[src/rtl/prog_fetch_pkg.sv]
// Shared fetch definitions: FSM state encoding and the default program window,
// kept in one place so the fetch unit and the program address decoder agree.
package prog_fetch_pkg;

    typedef enum logic [1:0] {
        ST_ISSUE = 2'd0,
        ST_WAIT  = 2'd1,
        ST_HOLD  = 2'd2,
        ST_FAULT = 2'd3
    } fetch_state_e;

    localparam logic [31:0] PROG_BASE_DEF = 32'h0000_18C0;
    localparam logic [31:0] PROG_LAST_DEF = 32'h0000_1CBF;
    localparam logic [31:0] INSTR_BYTES   = 32'd4;

endpackage

[src/rtl/prog_window_check.sv]
// Combinational legality check of a fetch PC against the program window.
// Bounds are inclusive byte addresses, compared as unsigned 32-bit values.
module prog_window_check
    import prog_fetch_pkg::*;
#(
    parameter logic [31:0] PROG_BASE = PROG_BASE_DEF,
    parameter logic [31:0] PROG_LAST = PROG_LAST_DEF
) (
    input  logic [31:0] pc,
    output logic        in_range,
    output logic        aligned,
    output logic        legal
);

    assign in_range = (pc >= PROG_BASE) && (pc <= PROG_LAST);
    assign aligned  = (pc[1:0] == 2'b00);
    assign legal    = in_range && aligned;

endmodule

[src/rtl/prog_fetch_unit.sv]
// Instruction-fetch initiator for the program window. Holds the PC, issues a
// one-cycle read strobe, waits MEM_LATENCY cycles, captures the word and hands
// it to decode over valid/ready. An illegal PC raises a sticky fault instead
// of a read; only a redirect or reset leaves the fault state.
module prog_fetch_unit
    import prog_fetch_pkg::*;
#(
    parameter logic [31:0] PROG_BASE   = PROG_BASE_DEF,
    parameter logic [31:0] PROG_LAST   = PROG_LAST_DEF,
    parameter logic [31:0] RESET_PC    = PROG_BASE_DEF,
    parameter int unsigned MEM_LATENCY = 1
) (
    input  logic        CLK,
    input  logic        rst,
    output logic [31:0] address,
    output logic        rd_en,
    input  logic [31:0] rdata,
    output logic [31:0] inst,
    output logic [31:0] inst_pc,
    output logic        inst_valid,
    input  logic        inst_ready,
    input  logic        redirect_valid,
    input  logic [31:0] redirect_pc,
    output logic        fault
);

    // Counter is loaded with MEM_LATENCY-1 so capture lands MEM_LATENCY edges
    // after the edge that sampled rd_en (latency range 1..4 fits in 2 bits).
    localparam logic [1:0] LAT_INIT = 2'(MEM_LATENCY - 1);

    fetch_state_e state;
    fetch_state_e state_nxt;
    logic [31:0]  pc;
    logic [1:0]   lat_cnt;
    logic         pc_legal;
    logic         pc_in_range;
    logic         pc_aligned;
    logic         unused_win;

    prog_window_check #(
        .PROG_BASE (PROG_BASE),
        .PROG_LAST (PROG_LAST)
    ) u_window (
        .pc       (pc),
        .in_range (pc_in_range),
        .aligned  (pc_aligned),
        .legal    (pc_legal)
    );

    // The individual window bits are only of interest when probing a fault.
    assign unused_win = pc_in_range ^ pc_aligned;

    assign address = pc;

    // State register; reset returns to ISSUE.
    always_ff @(posedge CLK) begin
        if (rst) state <= ST_ISSUE;
        else     state <= state_nxt;
    end

    // Next state and the read strobe. rd_en follows the current PC even in a
    // redirect cycle; that read is squashed because the counter restarts.
    always_comb begin
        state_nxt = state;
        rd_en     = 1'b0;
        case (state)
            ST_ISSUE: begin
                if (pc_legal) begin
                    rd_en     = !rst;
                    state_nxt = ST_WAIT;
                end else begin
                    state_nxt = ST_FAULT;
                end
            end
            ST_WAIT:  if (lat_cnt == 2'd0) state_nxt = ST_HOLD;
            ST_HOLD:  if (inst_valid && inst_ready) state_nxt = ST_ISSUE;
            ST_FAULT: state_nxt = ST_FAULT;
            default:  state_nxt = ST_ISSUE;
        endcase
        if (redirect_valid) state_nxt = ST_ISSUE;
    end

    // PC, latency counter, captured instruction and fault flag. Redirect wins
    // over every normal transition; a HOLD handshake in the same cycle still
    // completes because inst_valid is cleared either way.
    always_ff @(posedge CLK) begin
        if (rst) begin
            pc         <= RESET_PC;
            lat_cnt    <= 2'd0;
            inst       <= 32'd0;
            inst_pc    <= 32'd0;
            inst_valid <= 1'b0;
            fault      <= 1'b0;
        end else if (redirect_valid) begin
            pc         <= redirect_pc;
            lat_cnt    <= 2'd0;
            inst_valid <= 1'b0;
            fault      <= 1'b0;
        end else begin
            case (state)
                ST_ISSUE: begin
                    if (pc_legal) lat_cnt <= LAT_INIT;
                    else          fault   <= 1'b1;
                end
                ST_WAIT: begin
                    if (lat_cnt != 2'd0) begin
                        lat_cnt <= lat_cnt - 2'd1;
                    end else begin
                        inst       <= rdata;
                        inst_pc    <= pc;
                        inst_valid <= 1'b1;
                        pc         <= pc + INSTR_BYTES;
                    end
                end
                ST_HOLD: begin
                    if (inst_valid && inst_ready) inst_valid <= 1'b0;
                end
                default: ;
            endcase
        end
    end

endmodule

[config.mk]
export PLATFORM = sky130hd
export DESIGN_NAME = prog_fetch_unit
export DESIGN_NICKNAME = d
export VERILOG_FILES = /design/src/rtl/prog_fetch_pkg.sv /design/src/rtl/prog_window_check.sv /design/src/rtl/prog_fetch_unit.sv
export SDC_FILE = /design/constraint.sdc
export NUM_CORES = 1
export LEC_CHECK = 0
export CAP_MARGIN = 0
export CORE_AREA = 2 2 104 106
export DETAILED_ROUTE_END_ITERATION = 16
export DIE_AREA = 0 0 106 108
export HOLD_SLACK_MARGIN = 0.08
export PLACE_DENSITY = 0.9
export SYNTH_ARGS = -nofsm -noshare
export SYNTH_HDL_FRONTEND = slang
export SYNTH_SLANG_ARGS = --single-unit
export TNS_END_PERCENT = 50
[constraint.sdc]
create_clock -name CLK -period 2.3 [get_ports CLK]
set_input_delay 0.46 -clock CLK [delete_from_list [all_inputs] [get_ports CLK]]
set_output_delay 0.46 -clock CLK [all_outputs]
set_load 0.05 [all_outputs]
After elaboration in Yosys (flattened, before gate mapping):

Cells that the tools add are included.

* register bits after elaboration: 102

* add/subtract/negate cells: 2
* bitwise operators: 3
* $lt $le $gt $ge: 2
* equality and inequality tests: 9
* reduce and logical (&&, ||, !) cells: 18
* muxes and demuxes: 15

Operators by type and width (number)
* 2-to-1 mux 32 bit: 3
* adder 32 x 3 -> 32 bit (second input constant): 1
* greater-or-equal comparator 32 x 13 -> 1 bit (second input constant): 1
* <= comparator 32 x 13 -> 1 bit (second input constant): 1
* != test 2 bit (second input constant): 6
* 2-to-1 mux 2 bit: 5
* AND reduction 3 bit: 3
* case mux 2 bit (4 select lines): 1
* nonzero test 2 bit: 4
* zero test 2 bit: 3
* AND reduction 2 bit: 3
* equality test 2 bit (second input constant): 2
* 2-to-1 mux 1 bit: 4
* case mux 2 bit (2 select lines): 1
* logical AND 1 bit: 3
* inverter 1 bit: 3
* equality test 2 x 1 -> 1 bit (second input constant): 1
* case mux 1 bit (2 select lines): 1
* OR reduction 2 bit: 1
* subtractor 2 x 1 -> 2 bit (second input constant): 1
* zero test 1 bit: 1

Longest topological paths before layout:

* word-level depth: 5
* mapped depth: 8
* depth with buffers taken out: 6

By module:

From an unflattened synthesis, not the netlist that was laid out.

* cell total of the unflattened synthesis: 587
* area, all modules: 4728.3 µm²

By module, submodules not included
* prog_fetch_unit: area each 4639.4 µm², seq. area each 2042.0 µm², cells an instance 574, instances 1
* prog_window_check: area each 88.8 µm², seq. area each 0.0 µm², cells an instance 13, instances 1

Least setup slack after synthesis:

No wires, ideal clock.

* path kind: register to output
* from: register pc[13], in the netlist address[13]
* to: output port rd_en
* stages on the path, launching flop included: 5
* buffers on the path: 0
* required time: 1.840 ns
* slack: -0.363 ns
* data arrival time: 2.203 ns
* path through: dfxtp_1 -> or4_1 -> or4_1 -> nor3_1 -> and3_1

* cells in the longest elaborated chain, start to end: 5
* elaborated cells between the ends (all ways): 6
* those cells by class: order compare: 2; mux: 2; reduce/logical: 2

Ends and longest elaborated chain
* from (decl): RTL line prog_fetch_unit.sv:33 `logic [31:0] pc;`
* from (signal assigned): RTL line prog_fetch_unit.sv:95 `pc <= redirect_pc;`
* from (signal assigned): RTL line prog_fetch_unit.sv:112 `pc <= pc + INSTR_BYTES;`
* greater-or-equal comparator 32 x 13 -> 1 bit / <= comparator 32 x 13 -> 1 bit (equally long branches): RTL line prog_window_check.sv:15 `assign in_range = (pc >= PROG_BASE) && (pc <= PROG_LAST);`
* logical AND 1 bit (*): RTL line prog_window_check.sv:15
* logical AND 1 bit (*): RTL line prog_window_check.sv:17 `assign legal = in_range && aligned;`
* 2-to-1 mux 1 bit (*): RTL line prog_fetch_unit.sv:68 `if (pc_legal) begin`
* 2-to-1 mux 1 bit (*): RTL line prog_fetch_unit.sv:66 `case (state)`
* to (decl): RTL line prog_fetch_unit.sv:16 `output logic rd_en,`

Mark *: on every way between the ends. The rest lies on a longest branch, timed or not.

Worst setup path in the final report:

* from: register pc[14], in the netlist address[14]
* to: output port rd_en

The elaborated chain is that of the path after synthesis.

==> results <==
- Counting instances in the post-synthesis netlist gives the leading cell types as nand2_1 (149), dfxtp_1 (102), a21oi_1 (71).
- The initial antenna violation count was 0.
- The count of nets left with antenna violations after detail routing is 0.
- The buffer type at the clock tree root is clkbuf_8.
- For this run, the total global-route usage over all layers was measured as between 20 and 25%.
- The clock reaches the later pin of the worst-skew pair after about 0.37 ns.
- The largest net degree at the start of global routing is between 50 and 60.
- Of the total synthesized cell area, the portion taken by full adders, half adders and majority gates is around 2.2%.
- In this run the worst hold path is classified as register to register.
- The antenna diode instance count is 0.
- The endpoint of the worst-slack reg-to-reg timing path is address[23].
- The overall power of the completed layout is approximately 4.2 mW.
- From left edge to right edge, the die measures between 100 and 150 µm.
- In the routed design, unresolved DRC markers number 0.
- Summed over all layers, the global routing overflow is 0.
- The worst clock skew on the final layout is approximately 0.014 ns.
- Summing the areas of all compound-gate instances in the mapped netlist gives 17.0% of the synthesized area.
- The number of hold violations in the final report is 0.
- For the pin with the worst max-slew slack, the measured transition is about 0.57 ns.
- The checks that failed: setup timing.
- In this run the core area contains 37 standard-cell rows.
- The clock buffer count from CTS is 9.
- By area the synthesized netlist is led by dfxtp_1 (45%), nand2_1 (12%), a21oi_1 (7.9%).
- Once placement completed, the tool counted placed cells totaling a little under 900.
- The critical path required time is about 1.8 ns.
- In this run the worst path has a maximum fanout of 2.
- In this run the static leakage power is 2.42 nW.
- In this run the vertical extent of the chip is 108 µm.
- The clock tree synthesis step divided the H-tree into 3 levels.
- After layout, the worst setup slack is -0.347 ns.
- The deepest clock path buffer count is 2.
- TritonCTS built the clock tree.
- The first global-routing pass estimated 22500 µm of wire.
- In the synthesized netlist the dominant register cell turns out to be dfxtp_1.
- In this run the mean area of a mapped cell was around 8.0 µm².
- The share of synthesized area in the top cell type comes to a little under half.
- The worst register-to-register path has a setup slack of approximately 0.19 ns.
- After clock tree synthesis, the clock-pin slew on the worst setup and hold paths is roughly 0.1 ns.
- Counting flops with an async set or reset pin after synthesis yields a share of 0%.
- The number of distinct standard cells referenced by the synthesized netlist is 45.
- The congestion estimate from routability-driven global placement came to 0.859.
- The synthesized-area fraction occupied by and/or/nand/nor cells is 27.2%.
- The worst hold path was traced through 2 stages.
- The launch point of the worst reg-to-reg path is address[8].
- The final critical-path share of the clock period is 115%.
- For this block, the initial DRC count from the detailed router was 347.
- The area of all placed cells without fillers is 6820 µm².
- The share of synthesized area occupied by flip-flops and latches is approximately 45%.
- STA classifies the critical path endpoint as a primary output.
- The synthesized design contains 0 enable-type register cells.
- The count of synthesis-stage warnings from yosys is 0.
- Among all cell types in the netlist, the one instantiated most often is nand2_1.
- The hold slack is about 0.46 ns.
- The length of the first detailed-routing pass in iterations is 5.
- The worst pin sits at a relative slew slack of between 60% and 70%.
- The floorplan step defined a core boundary enclosing ~10000 µm².
- Synthesis produced a netlist with a net count of between 600 and 700.
- The final setup TNS is -0.347 ns.
- The non-filler instance count after layout is ~880.
- The fraction of layout instances using a drive strength above 1 is approximately a tenth.
- The largest total area in the synthesized netlist belongs to dfxtp_1.
- The final route contains 4858 vias.
- The floorplan step defined a die boundary enclosing between 10000 and 15000 µm².
- Summing the areas of all xor and xnor instances in the mapped netlist gives under 10% of the synthesized area.
- Measured on the finished design, the core utilization comes to around two thirds.
- After detailed routing, the total wire length is between 10000 and 15000 µm.
- The final max-slew violation count was 0.
- The wire-length estimate of the detail-placed layout is between 10000 and 15000 µm.
- The mux share of post-synthesis cell area is 0.666%.
- For this configuration, the core starts out at a cell density of between 40% and 50%.
- The clock sink total is 102.
- The worst hold path terminates at inst_pc[1].
- The worst register-to-register path has a depth of 4.
- Counting I/O delays and the setup requirement, the final critical path takes between 2 and 3 ns.
- The maximum operating frequency is 378 MHz.
- The per-cell routed wire length is 16.3 µm.
- Setup repair after global routing could not meet its margin everywhere.
- Pin placement for this block handled approximately 170 I/O pins.
- The via count of the first global-routing pass is roughly 4500.
- In this run the power density over the cells is about 600 nW/µm².
- The critical path start-end classification is register to primary output.
- The nature of the critical path startpoint is a register.
- The post-CTS repair timing setup buffer count is 0.
- STA puts the critical path data arrival time at 2.19 ns.
- The cell area after technology mapping is 4510 µm².
- After synthesis, the largest family of logic cells by area is simple AND/OR/NAND/NOR gates.
- The layout-stage area growth over the synthesis result is 51.2%.
- The count of buffers added on input and output ports is 166.
- In the routed layout, each cell is associated on average with a via count of approximately 5.5.
- Before CTS, the worst setup slack after placement is -0.0193 ns.
- Setup violations remaining at the end of the flow were counted as 1.
- The number of flip-flops and latches in the synthesized netlist is between 100 and 150.
- The final-stage net count is between 800 and 900.
- The synthesized instance count is approximately 570.
- The worst hold path begins at inst_pc[1].
- The count of max-cap constraint violations is 0.
- The standard cell area after detailed placement is about 6500 µm².
- The count of hold-fix buffers inserted at cts is 0.
- IR analysis of the VDD net gives a maximum drop of approximately 0.54 mV.
- The run finished, with violations left.
where the power goes:
part	leakage, nW	internal [mW]	total (mW)	switching (mW)
Clock	0.127	0.739	1.39	0.655
Combinational	1.46	0.364	0.903	0.540
Sequential	0.833	1.84	1.91	0.0731
repair_timing:
action,4_1_cts,5_1_grt
setup endpoints to repair,1,3
gates resized for setup,3,3
pin swaps,2,0
layer usage:
| layer | vias up | global-route usage (%) | share of wire (%) |
|---|---|---|---|
| li1 | 2333 | - | - |
| met4 | 0 | 7.52 | 1.5 |
| met5 | - | 0 | 0 |
| met1 | 2294 | 31.4 | 43 |
| met2 | 211 | 41.8 | 48 |
| met3 | 20 | 5.18 | 7.8 |
layout by cell type, fill, tap and decap left out, drive strengths merged, types with 9 or more instances in the layout:
cell type / netlist / final
a211oi: 12 / 12
a21oi: 71 / 71
and4: 10 / 10
buf: 7 / 40
clkbuf: 31 / 9
clkdlybuf4s50: 0 / 161
dfxtp: 102 / 102
inv: 12 / 16
nand2: 149 / 149
nand3: 13 / 13
nand4: 12 / 12
nor2: 24 / 24
nor3: 17 / 17
nor4: 10 / 10
o21ai: 12 / 12
xnor2: 12 / 12
area by class of cell:
cell class                 count  area (µm²)
clock inverter                 7         125
tap                          136         170
sequential                   102        2050
clock buffer                   9         124
inverter                      12        45.0
timing repair buffer         203        2000
fill                         803        3410
multi-input combinational    413        2300
how the worst max path moves through the flow:
stage                      startpoint     to  slack [ns]  cells past startpoint
after floorplan           address[14]  rd_en       0.002                      4
after global placement    address[14]  rd_en       -0.03                      5
after detailed placement  address[14]  rd_en       -0.02                      5
after CTS                 address[14]  rd_en       -0.32                      5
after global routing      address[14]  rd_en       -0.41                      5
final                     address[14]  rd_en       -0.35                      5
cells by family (layout without fill, tap and decap cells):
| group | Yosys count | in the layout |
|---|---|---|
| DFF | 102 | 102 |
| AOI/OAI and AO/OA | 126 | 126 |
| and+or+nand+nor | 260 | 260 |
| xor gates and xnor gates | 16 | 16 |
| buffers and inverters | 50 | 231 |
| muxes | 3 | 3 |
| adders and majority gates | 8 | 8 |
sequential cells by signal (all words and copies together), names as in the netlist:
register,count
state,2
lat_cnt,2
inst_pc,32
fault,1
inst,32
inst_valid,1
address,32
worst max-delay path, stage by stage (launching register included):
cell	delay, ns
dfxtp_4	0.35
or4_4	0.53
or4_4	0.46
nor3_4	0.13
and3_4	0.22
buf_12	0.13
(Power assumes the default switching activity.)
